$ cat src/rtl/pipe_pkg.sv
// Shared pipeline-stage types: occupancy width and stage-buffer state encoding.
// Optional skid buffer in pipe_stage_buf is enabled by PIPE_STAGE_SKID_EN.
package pipe_pkg;

   localparam int OCC_W = 2;

   typedef enum logic [1:0] {
      PIPE_EMPTY = 2'd0,
      PIPE_ONE   = 2'd1,
      PIPE_TWO   = 2'd2
   } pipe_state_t;

endpackage

$ cat src/rtl/pipe_sat_counter.sv
// Saturating event counter with synchronous clear; clear wins over increment.
// Shared by the stage buffers and other performance counters.
module pipe_sat_counter #(
   parameter int CNT_W = 16
) (
   input  logic             clk,
   input  logic             rst_n,
   input  logic             inc,
   input  logic             clr,
   output logic [CNT_W-1:0] count
);

   // count events, stick at all-ones
   always_ff @(posedge clk or negedge rst_n) begin
      if (!rst_n)
         count <= '0;
      else if (clr)
         count <= '0;
      else if (inc && (count != '1))
         count <= count + CNT_W'(1);
   end

endmodule

$ cat src/rtl/pipe_stage_buf.sv
// Valid/ready pipeline stage register with flush, stall counter and an
// optional 2-entry skid buffer selected by PIPE_STAGE_SKID_EN.
module pipe_stage_buf
   import pipe_pkg::*;
#(
   parameter int DATA_W = 32,
   parameter int CNT_W  = 16
) (
   input  logic              clk,
   input  logic              rst_n,
   input  logic              flush,
   input  logic              stat_clr,
   input  logic              in_valid,
   output logic              in_ready,
   input  logic [DATA_W-1:0] in_data,
   output logic              out_valid,
   input  logic              out_ready,
   output logic [DATA_W-1:0] out_data,
   output logic [OCC_W-1:0]  occupancy,
   output logic [CNT_W-1:0]  stall_cnt
);

   pipe_state_t       state;
   logic [DATA_W-1:0] main_q;
`ifdef PIPE_STAGE_SKID_EN
   logic [DATA_W-1:0] skid_q;
`endif
   logic              vld_q;
   logic [OCC_W-1:0]  occ_q;
   logic              in_fire;
   logic              out_fire;

`ifdef PIPE_STAGE_SKID_EN
   // only a full stage refuses; decoded from state flops alone
   assign in_ready = (state != PIPE_TWO);
`else
   // single entry: accept when empty or when the head leaves this cycle
   assign in_ready = ~vld_q | out_ready;
`endif

   assign in_fire   = in_valid & in_ready;
   assign out_fire  = vld_q & out_ready;
   assign out_valid = vld_q;
   assign occupancy = occ_q;
   assign out_data  = vld_q ? main_q : '0;

   // occupancy FSM; flush drops everything, including a same-cycle push
   always_ff @(posedge clk or negedge rst_n) begin
      if (!rst_n) begin
         state  <= PIPE_EMPTY;
         main_q <= '0;
`ifdef PIPE_STAGE_SKID_EN
         skid_q <= '0;
`endif
         vld_q  <= 1'b0;
         occ_q  <= 2'd0;
      end else if (flush) begin
         state  <= PIPE_EMPTY;
         main_q <= '0;
`ifdef PIPE_STAGE_SKID_EN
         skid_q <= '0;
`endif
         vld_q  <= 1'b0;
         occ_q  <= 2'd0;
      end else begin
         unique case (state)
            PIPE_EMPTY: begin
               if (in_fire) begin
                  state  <= PIPE_ONE;
                  main_q <= in_data;
                  vld_q  <= 1'b1;
                  occ_q  <= 2'd1;
               end
            end
            PIPE_ONE: begin
               if (in_fire && out_fire) begin
                  main_q <= in_data;
`ifdef PIPE_STAGE_SKID_EN
               end else if (in_fire) begin
                  state  <= PIPE_TWO;
                  skid_q <= in_data;
                  occ_q  <= 2'd2;
`endif
               end else if (out_fire) begin
                  state  <= PIPE_EMPTY;
                  main_q <= '0;
                  vld_q  <= 1'b0;
                  occ_q  <= 2'd0;
               end
            end
`ifdef PIPE_STAGE_SKID_EN
            PIPE_TWO: begin
               if (out_fire) begin
                  state  <= PIPE_ONE;
                  main_q <= skid_q;
                  skid_q <= '0;
                  occ_q  <= 2'd1;
               end
            end
`endif
            default: begin
               state  <= PIPE_EMPTY;
               main_q <= '0;
               vld_q  <= 1'b0;
               occ_q  <= 2'd0;
            end
         endcase
      end
   end

   pipe_sat_counter #(
      .CNT_W (CNT_W)
   ) u_stall_cnt (
      .clk   (clk),
      .rst_n (rst_n),
      .inc   (vld_q & ~out_ready),
      .clr   (stat_clr),
      .count (stall_cnt)
   );

endmodule

$ cat config.mk
export PLATFORM = sky130hd
export DESIGN_NAME = pipe_stage_buf
export DESIGN_NICKNAME = d
export VERILOG_FILES = /design/src/rtl/pipe_pkg.sv /design/src/rtl/pipe_sat_counter.sv /design/src/rtl/pipe_stage_buf.sv
export SDC_FILE = /design/constraint.sdc
export NUM_CORES = 1
export LEC_CHECK = 0
export ABC_AREA = 0
export ABC_CLOCK_PERIOD_IN_PS = 2700
export CAP_MARGIN = 20
export CORE_ASPECT_RATIO = 0.75
export CORE_MARGIN = 5
export CORE_UTILIZATION = 30
export CTS_CLUSTER_DIAMETER = 40
export CTS_CLUSTER_SIZE = 14
export DETAILED_ROUTE_END_ITERATION = 10
export GPL_TIMING_DRIVEN = 0
export PLACE_DENSITY = 0.69
export SKIP_LAST_GASP = 1
export SYNTH_ARGS = -nofsm -noshare
export SYNTH_HDL_FRONTEND = slang
export SYNTH_SLANG_ARGS = --single-unit
export TNS_END_PERCENT = 5
$ cat constraint.sdc
create_clock -name clk -period 2.7 [get_ports clk]
set_clock_uncertainty 0.15 [all_clocks]
set_input_delay 0.81 -clock clk [delete_from_list [all_inputs] [get_ports clk]]
set_output_delay 0.81 -clock clk [all_outputs]
set_load 0.1 [all_outputs]
After elaboration in Yosys (flattened, before gate mapping) --
Index checks and enable logic that the tools add are counted.
Storage, ports and cells: bits in registers 51, latch bits 0, RAM bits 0, ROM bits 0, output and inout bits 52, memories 0
Operators by class: $add $sub $neg 1, multiply operators 0, div/mod/pow operators 0, magnitude comparators 0, eq/ne operators 6, shift-type cells 0, mux-type cells 18, bitwise gates (word level) 6, reduce and logical (&&, ||, !) cells 6
Operators with widths (number):
- two-way mux 32 bit | 5
- one-hot mux 32 bit (2 select lines) | 1
- two-way mux 16 bit | 2
- adder 16 x 1 -> 16 bit, second input constant | 1
- inequality test 16 bit, second input constant | 1
- inequality test 3 bit, second input constant | 3
- two-way mux 2 bit | 4
- two-way mux 1 bit | 4
- inequality test 4 bit, second input constant | 1
- one-hot mux 2 bit (2 select lines) | 1
- bitwise AND 1 bit | 3
- AND reduction 3 bit | 1
- == test 2 x 1 -> 1 bit, second input constant | 1
- logical AND 1 bit | 2
- logical NOT 2 bit | 1
- NOT 1 bit | 2
- one-hot mux 1 bit (2 select lines) | 1
- AND reduction 2 bit | 1
- nonzero test 2 bit | 1
- bitwise OR 1 bit | 1

Depth between registers and ports, before layout --
Gate-level depths: netlist of run 1.
word-level depth 7, mapped depth 6, depth with buffers taken out 6

Modules after synthesis --
A second synthesis of run 1 with hierarchy kept.
Unflattened totals: cells, all modules 290, area total of the unflattened synthesis 3085.5 µm²
By module, submodules not included:
- pipe_stage_buf | times used 1, cells an instance 192, area each 2143.3 µm², sequential area each 825.8 µm²
- pipe_sat_counter | times used 1, cells an instance 98, area each 942.2 µm², sequential area each 400.4 µm²

Least setup slack after synthesis of run 1 --
OpenSTA, ideal clock, no wires.
kind register to output, start register, netlist name occupancy[0], end output out_data[10], arrival 2039 ps, path slack -299 ps, stages on the path, launching flop included 3, path buffers 1, cell sequence dfrtp_1 -> clkbuf_1 -> and2_1
RTL lines:
- end: declaration | RTL line pipe_stage_buf.sv:18 | output logic [DATA_W-1:0] out_data,

Worst setup path in the final report of run 1 --
start register u_stall_cnt.count[8], end output stall_cnt[8]
RTL lines:
- start: declaration | RTL line pipe_sat_counter.sv:10 | output logic [CNT_W-1:0] count
- start signal: assignment | RTL line pipe_sat_counter.sv:20 | count <= count + CNT_W'(1);
- end: declaration | RTL line pipe_stage_buf.sv:20 | output logic [CNT_W-1:0] stall_cnt
No word-level cell between the ends.

==> results of run 1 <==
[registers in the layout, summed over array words and instances, names as in the netlist]
| name | cells |
|---|---|
| main_q | 32 |
| occupancy | 1 |
| u_stall_cnt.count | 16 |
[cell usage after synthesis (all sizes together)]
library cell   n
dfrtp         49
and2          33
a22o          32
nor2          17
buf            9
nand3          9
xnor2          9
clkbuf         5
nand4          5
a21oi          4
inv            4
a211oi         3
mux2           3
nor2b          3
nor3           3
nor4           3
or2            3
nand2          2
nand3b         2
xor2           2
a2111oi        1
a21o           1
and3           1
conb           1
ha             1
mux2i          1
nand2b         1
nor3b          1
or3            1
[layer usage]
layer  up-vias  track usage [%]  share of wire, %
met5         -                0                 0
met4         0             2.98              0.68
met3         2             2.89               4.3
li1        922                -                 -
met2        50             19.6                46
met1       895             17.9                49
[timing repair]
action | 4_1_cts | 5_1_grt
setup buffers | 0 | 0
endpoints found under the setup margin | 51 | 51
resized for setup | 103 | 20
[path summary, 6_finish.rpt]
path	start	endpoint	slack, ns
min	main_q[9]	main_q[9]	0.35
min reg2reg	main_q[9]	main_q[9]	0.35
max	u_stall_cnt.count[8]	stall_cnt[8]	-0.21
max reg2reg	u_stall_cnt.count[1]	u_stall_cnt.count[4]	0.55
min in group asynchronous	rst_n	main_q[27]	0.37
max in group asynchronous	rst_n	occupancy[0]	1.49
[area by class of cell]
| cell class | count | share of cell area (%) |
|---|---|---|
| repair buffers | 88 | 25.4 |
| clock inverters | 3 | 1.89 |
| clock buffers | 5 | 1.99 |
| inverters | 4 | 0.435 |
| flip-flops and latches | 49 | 35.6 |
| plain buffers | 14 | 1.99 |
| well taps | 101 | 3.66 |
| multi-input cells | 142 | 29.1 |
[per-stage QoR]
| step | worst slack [ns] | util (%) | total power, mW |
|---|---|---|---|
| 3_5_place_dp | -1.03 | 44.7 | 1.11 |
| 2_1_floorplan | 0.00210 | - | 0.981 |
| 6_report | -0.209 | 46.4 | 1.69 |
| 4_1_cts | -0.226 | 46.9 | 1.72 |
| 5_1_grt | -0.255 | 46.4 | 1.77 |
| 3_3_place_gp | -1.02 | 44.5 | 1.10 |
[cell families after synthesis]
logic type	Yosys count
buf+inv	18
simple gates	84
xor+xnor	11
flops	49
other cells	1
fa+ha+maj	1
mux	4
compound gates	41
[where the power goes]
| group | internal, mW | switching [mW] | total [mW] | leakage, nW |
|---|---|---|---|---|
| combinational | 0.104 | 0.197 | 0.301 | 0.787 |
| clock | 0.368 | 0.244 | 0.612 | 0.0681 |
| sequential | 0.762 | 0.0183 | 0.781 | 0.664 |
[cells in the final DEF, fill, tap and decap left out, types with 4 or more instances in the layout]
master / synthesis / final
sky130_fd_sc_hd__xnor2_1: 9 / 9
sky130_fd_sc_hd__clkdlybuf4s15_2: 0 / 19
sky130_fd_sc_hd__clkdlybuf4s50_1: 0 / 50
sky130_fd_sc_hd__nand3_1: 7 / 7
sky130_fd_sc_hd__and2_1: 33 / 33
sky130_fd_sc_hd__buf_2: 6 / 12
sky130_fd_sc_hd__clkdlybuf4s18_2: 0 / 4
sky130_fd_sc_hd__clkbuf_1: 5 / 4
sky130_fd_sc_hd__nor2_1: 17 / 17
sky130_fd_sc_hd__dlygate4sd2_1: 0 / 4
sky130_fd_sc_hd__inv_1: 4 / 4
sky130_fd_sc_hd__a22o_1: 32 / 32
sky130_fd_sc_hd__buf_4: 2 / 4
sky130_fd_sc_hd__clkbuf_8: 0 / 5
sky130_fd_sc_hd__nand4_1: 5 / 5
sky130_fd_sc_hd__dfrtp_1: 49 / 48
==> key figures, run 1 <==
Clocking
  – Sinks on the clock net: 49
  – Number of buffers on the longest clock path: 2
  – Clock tree from TritonCTS: done
  – Cell at the root of the clock tree: sky130_fd_sc_hd__clkbuf_8
  – Clock transition time at the flip-flop clock pins of the worst setup and hold paths: 0.09 ns
  – Count of hold-fix buffers inserted at cts: 0
  – Clock network latency to the later pin of the worst-skew pair: 0.29 ns
  – Total CTS buffers: 5
  – Htree depth: 2

Yosys
  – Post-Syn Instances: 209
  – Synth warn: 0
  – Cell Area, Synth: 2310 sq um
  – Share of the synthesized area in the top cell type: 53.0%
  – Share of synthesized area occupied by flip-flops and latches: between 50 and 60%
  – Number of distinct library cells after synthesis: 36
  – Fraction of synthesized area in multiplexers: 1.89%
  – Biggest area contributors in the synthesized netlist: sky130_fd_sc_hd__dfrtp_1 (53%), sky130_fd_sc_hd__a22o_1 (12%), sky130_fd_sc_hd__and2_1 (8.9%)
  – Synthesized-area fraction occupied by ao, oa, aoi and oai cells: 15.5%
  – Adder and majority gate portion of the synthesized area: less than 1%
  – Syn_area_per_cell: 11.1 sq um
  – Number of flip-flops and latches in the synthesized netlist: 49
  – Share of synthesized cell area in and, or, nand and nor gates: 21.1%
  – Combinational family with the most area after synthesis: simple AND/OR/NAND/NOR gates
  – Net count of the mapped netlist: between 200 and 250
  – Area share of xor/xnor cells in the synthesized design: approximately 4.2%
  – Library cell with the largest summed area after synthesis: sky130_fd_sc_hd__dfrtp_1

Setup path
  – Signal arrival time at the worst endpoint: around 2 ns
  – Start-to-end type of the worst setup path: register to primary output
  – Register-to-Register Path Depth: 6
  – Combined buffer and inverter count along the critical path: 1
  – Critical path endpoint category: primary output
  – CP Data Required Time: 1.74 ns
  – CP peak stage delay: 1.18 ns
  – Maximum fanout along the worst path: 6
  – Type of origin of the critical path: register
  – Cell-by-cell trace of the critical path: clkdlybuf4s50_1
  – Cell family with most CP delay: buffers and inverters
  – Critical-path top delay cell: sky130_fd_sc_hd__clkdlybuf4s50_1
  – Stages on the worst setup path: 1

Finish
  – Sequential standard cell area: 1230 sq um
  – Layout Area Growth over Synthesis: 49.2%
  – Antenna cell count: 0
  – Number of standard cells in the layout, taps in and fillers out: 406
  – Count of fill cells added during filler insertion: between 700 and 800
  – Layout cell share with drive strength beyond 1: 19.3%
  – Final #Nets: roughly 340
  – Total non-filler cell area in the finished layout: around 3400 sq um
  – Multi-input gate area in the final layout: 1000 sq um

Timing
  – RSZ-0062 raised after global routing: true
  – Setup tns final: -4.05 ns
  – Hold WS: 0.353 ns
  – Post-route fraction of the period consumed by the critical path: 108%
  – Final Worst Setup Slack: -0.209 ns
  – Max-slew headroom at the worst pin: 34.3%
  – Fmax: ~0.34 GHz
  – Measured slew at the worst slew-check pin: approximately 1 ns
  – Count of endpoints failing hold in the final timing report: 0
  – Final Setup Violations: 39
  – Final count of pins violating max slew: 0
  – Shortest period the worst path allows: around 2.9 ns

Floorplanning
  – Core Footprint: 7430 sq um
  – Initial Util: between 30 and 40%
  – Chip Height: roughly 86 microns
  – DIE WIDTH: 111 microns
  – Standard-cell row count: 27
  – Top Ports: 90
  – Area of the die: 9580 sq um

Min path
  – Worst Hold Class: register to register
  – Number of cells on the worst hold path: 1

Drt
  – Remaining design rule violation count: 0
  – Final ANT Viol Nets: 0
  – Number of vias per cell after detailed routing: 4.60
  – Initial detailed-routing violation count: 101
  – Wire length after detailed routing: 5900 microns
  – Average routed wire per standard cell: approximately 15 microns
  – Detailed-routing iteration count for the pre-antenna-repair pass: 4
  – Total via count after detailed routing: 1869

Status
  – Failing checks: negative setup slack
  – Status: finished with violations

Place
  – Global placement routability congestion: 0.785
  – Dpl hpwl: 4510 microns
  – Area after detailed placement: 3330 sq um
  – Number of cells after detailed placement: 398
  – Count of input and output buffers: 87

Power
  – Pwr per Cell Area: 491 nW/um^2
  – Worst vdd rail ir drop: 215 uV
  – Leakage power: about 1.5 nW

Global routing
  – Total overflow reported by the global router: 0
  – Wire length of the first global-routing pass: 9890 microns
  – Largest net degree at the start of global routing: 27
  – Initial antenna violation count: 0
  – Total routing resource utilization after global routing: 12.6%
  – Via count of the first global-routing pass: 1963

Flow run
  – Max-cap violations: 0
Power figures use the tool's default switching activity.
==> inputs of run 2 (changes only) <==
CORE_MARGIN = 3   (was 5)
PLACE_DENSITY = 0.56   (was 0.69)
==> run 2 against run 1 <==
  * Sequential cell count unchanged
  * Fmax increased by 0.40%
  * Critical path type unchanged
  * Sequential power about the same
  * First-iteration DRC count decreased by 50%
  * The run still ends with negative setup slack left
  * Utilization about the same
  * Highest routed layer unchanged
  * Critical path depth unchanged
  * Hold slack got worse by 0.0053 ns
  * Worst setup slack improved by 0.011 ns
  * Clock-buffer cell count increased by 3
  * Total power decreased by 11%
  * Routed wire length increased by 2.2%
  * Via count increased by 1.4%
==> key figures, run 2 (synthesized netlist as in run 1, its figures left out) <==
Timing
  – Fmax: 0.345 GHz (+0.40%)
  – Final Setup Violations: 42 (+7.7%)
  – Final count of pins violating max slew: 0 (unchanged)
  – Max-slew headroom at the worst pin: 34.3% (+0.061 points)
  – Final Worst Setup Slack: -0.198 ns (+0.0114 ns)
  – Post-route fraction of the period consumed by the critical path: 107% (-0.42 points)
  – Setup tns final: -4.06 ns (-0.00832 ns)
  – Measured slew at the worst slew-check pin: 0.989 ns (+0.00609 ns)
  – RSZ-0062 raised after global routing: true
  – Count of endpoints failing hold in the final timing report: 0 (unchanged)
  – Shortest period the worst path allows: 2.90 ns (-0.0114 ns)

Global routing
  – Total overflow reported by the global router: 0 (unchanged)
  – Wire length of the first global-routing pass: 9650 microns (-2.5%)
  – Total routing resource utilization after global routing: 14.1% (+1.5 points)
  – Largest net degree at the start of global routing: 26 (-3.7%)
  – Via count of the first global-routing pass: 1809 (-7.8%)
  – Initial antenna violation count: 0 (unchanged)

Place
  – Post-Place Setup Slack: -1.02 ns (+0.00847 ns)
  – Count of input and output buffers: 87 (unchanged)
  – Global placement routability congestion: 0.792 (+0.92%)
  – Number of cells after detailed placement: 398 (unchanged)
  – Dpl hpwl: 4450 microns (-1.4%)

Finish
  – Number of standard cells in the layout, taps in and fillers out: 406 (unchanged)
  – Layout Area Growth over Synthesis: 48.4%
  – Most frequent cells in the layout: sky130_fd_sc_hd__clkdlybuf4s50_1 (50), sky130_fd_sc_hd__dfrtp_1 (48), sky130_fd_sc_hd__and2_1 (33)
  – Final #Nets: 343 (unchanged)
  – Antenna cell count: 0 (unchanged)
  – Flip-flop count of the largest register, all copies and words added: 32 (unchanged)
  – Most common cell after layout, fill and taps aside: sky130_fd_sc_hd__clkdlybuf4s50_1
  – Most flop-heavy register: main_q
  – Layout cell share with drive strength beyond 1: 18.4% (-0.98 points)

Status
  – Status: finished with violations
  – Failing checks: negative setup slack

Floorplanning
  – DIE WIDTH: 107 microns (-3.6%)
  – Top Ports: 90 (unchanged)
  – Chip Height: 82.0 microns (-4.6%)
  – Initial Util: 31.3% (+0.14 points)
  – Standard-cell row count: 27 (unchanged)
  – Area of the die: 8810 sq um (-8.1%)
  – Core Footprint: 7400 sq um (-0.45%)

Min path
  – Worst Hold Class: input port to async pin

Setup path
  – CP Data Required Time: 1.74 ns (about the same)
  – Type of origin of the critical path: register
  – Maximum fanout along the worst path: 10 (+4)
  – Cell family with most CP delay: buffers and inverters
  – Critical path endpoint category: primary output
  – Critical-path top delay cell: sky130_fd_sc_hd__clkdlybuf4s50_1
  – CP peak stage delay: 1.17 ns (about the same)
  – Signal arrival time at the worst endpoint: 1.94 ns (about the same)
  – Cell-by-cell trace of the critical path: clkdlybuf4s50_1
  – Combined buffer and inverter count along the critical path: 1 (unchanged)
  – Start-to-end type of the worst setup path: register to primary output

Power
  – Pwr per Cell Area: 438 nW/um^2 (-11%)
  – Worst vdd rail ir drop: 207 uV (-4.0%)
  – Leakage power: 1.48 nW (-2.4%)

Drt
  – Wire length after detailed routing: 6030 microns (+2.2%)
  – Detailed-routing iteration count for the pre-antenna-repair pass: 4 (unchanged)
  – Final ANT Viol Nets: 0 (unchanged)
  – Initial detailed-routing violation count: 51 (-50%)
  – Remaining design rule violation count: 0 (unchanged)
  – Number of vias per cell after detailed routing: 4.67 (+1.4%)
  – Average routed wire per standard cell: 14.8 microns (+2.2%)
  – Total via count after detailed routing: 1896 (+1.4%)

Clocking
  – Cell at the root of the clock tree: sky130_fd_sc_hd__clkbuf_8
  – Clock transition time at the flip-flop clock pins of the worst setup and hold paths: 0.09 ns (about the same)
  – Clock tree from TritonCTS: done
  – Htree depth: 2 (unchanged)
  – Sinks on the clock net: 49 (unchanged)
  – Number of buffers on the longest clock path: 2 (unchanged)
  – Count of hold-fix buffers inserted at cts: 0 (unchanged)
  – Total CTS buffers: 5 (unchanged)
  – Clock network latency to the later pin of the worst-skew pair: 0.29 ns (about the same)

Flow run
  – Max-cap violations: 0 (unchanged)
==> run 2: changes by cell type in the layout (fill, tap and decap cells not counted), sizes merged <==
cell	change
buf	-5
bufinv	-2
clkbuf	+3
clkdlybuf4s15	+9
clkdlybuf4s18	-4
clkinv	-1
==> run 2: final cells by class <==
cell class                      instances  area, sq um
Sequential cell                        49         1230
Multi-Input combinational cell        142         1000
Fill cell                             703         3970
Buffer                                 14         68.8
Tap cell                              101          126
Clock buffer                            8         80.1
Inverter                                4         15.0
Timing Repair Buffer                   88          911
==> run 2: routing by layer <==
metal,global-route usage (%),part of all wire (%)
met2,19.6,42
met3,3.38,5.2
met4,4.54,1.4
met1,21.4,51
met5,0,0
==> run 2: metrics by stage <==
step	power (mW)	hold slack (ns)	utilization (%)	area (sq um)
after floorplan	0.981	0.315	-	2310
after global placement	1.10	0.332	44.7	3310
after detailed placement	1.11	0.334	45.0	3330
after CTS	1.53	0.357	46.4	3430
after global routing	1.59	0.375	46.4	3430
final	1.50	0.348	46.4	3430
==> run 2: path summary, 6_finish.rpt <==
| check | end | depth (start not counted) | startpoint | slack [ns] |
|---|---|---|---|---|
| worst max-delay path | out_valid | 1 | occupancy[0] | -0.20 |
| worst min-delay path | u_stall_cnt.count[4] | 1 | rst_n | 0.35 |
| worst max register to register | u_stall_cnt.count[6] | 6 | u_stall_cnt.count[0] | 0.57 |
| worst min register to register | main_q[16] | 1 | main_q[16] | 0.35 |
| max in group asynchronous | occupancy[0] | 2 | rst_n | 1.50 |
| min in group clk | main_q[16] | 1 | main_q[16] | 0.35 |
==> run 2: repair_timing <==
action / CTS / global route
gates resized for setup: 103 / 6
buffers inserted: 0 / 0
hold endpoints to repair: 0 / 0
setup endpoints to repair: 51 / 51
==> run 2: report_power, final <==
group	internal [mW]	switching, mW	leakage [nW]
clock	0.185	0.235	0.0395
combinational	0.105	0.199	0.780
sequential	0.762	0.0181	0.664
total	1.05	0.453	1.48
==> inputs of run 3 (changes only) <==
ABC_CLOCK_PERIOD_IN_PS = default   (was 2700)
==> results of run 3 <==
The final DEF is identical to that of run 2; final timing and power are the same.
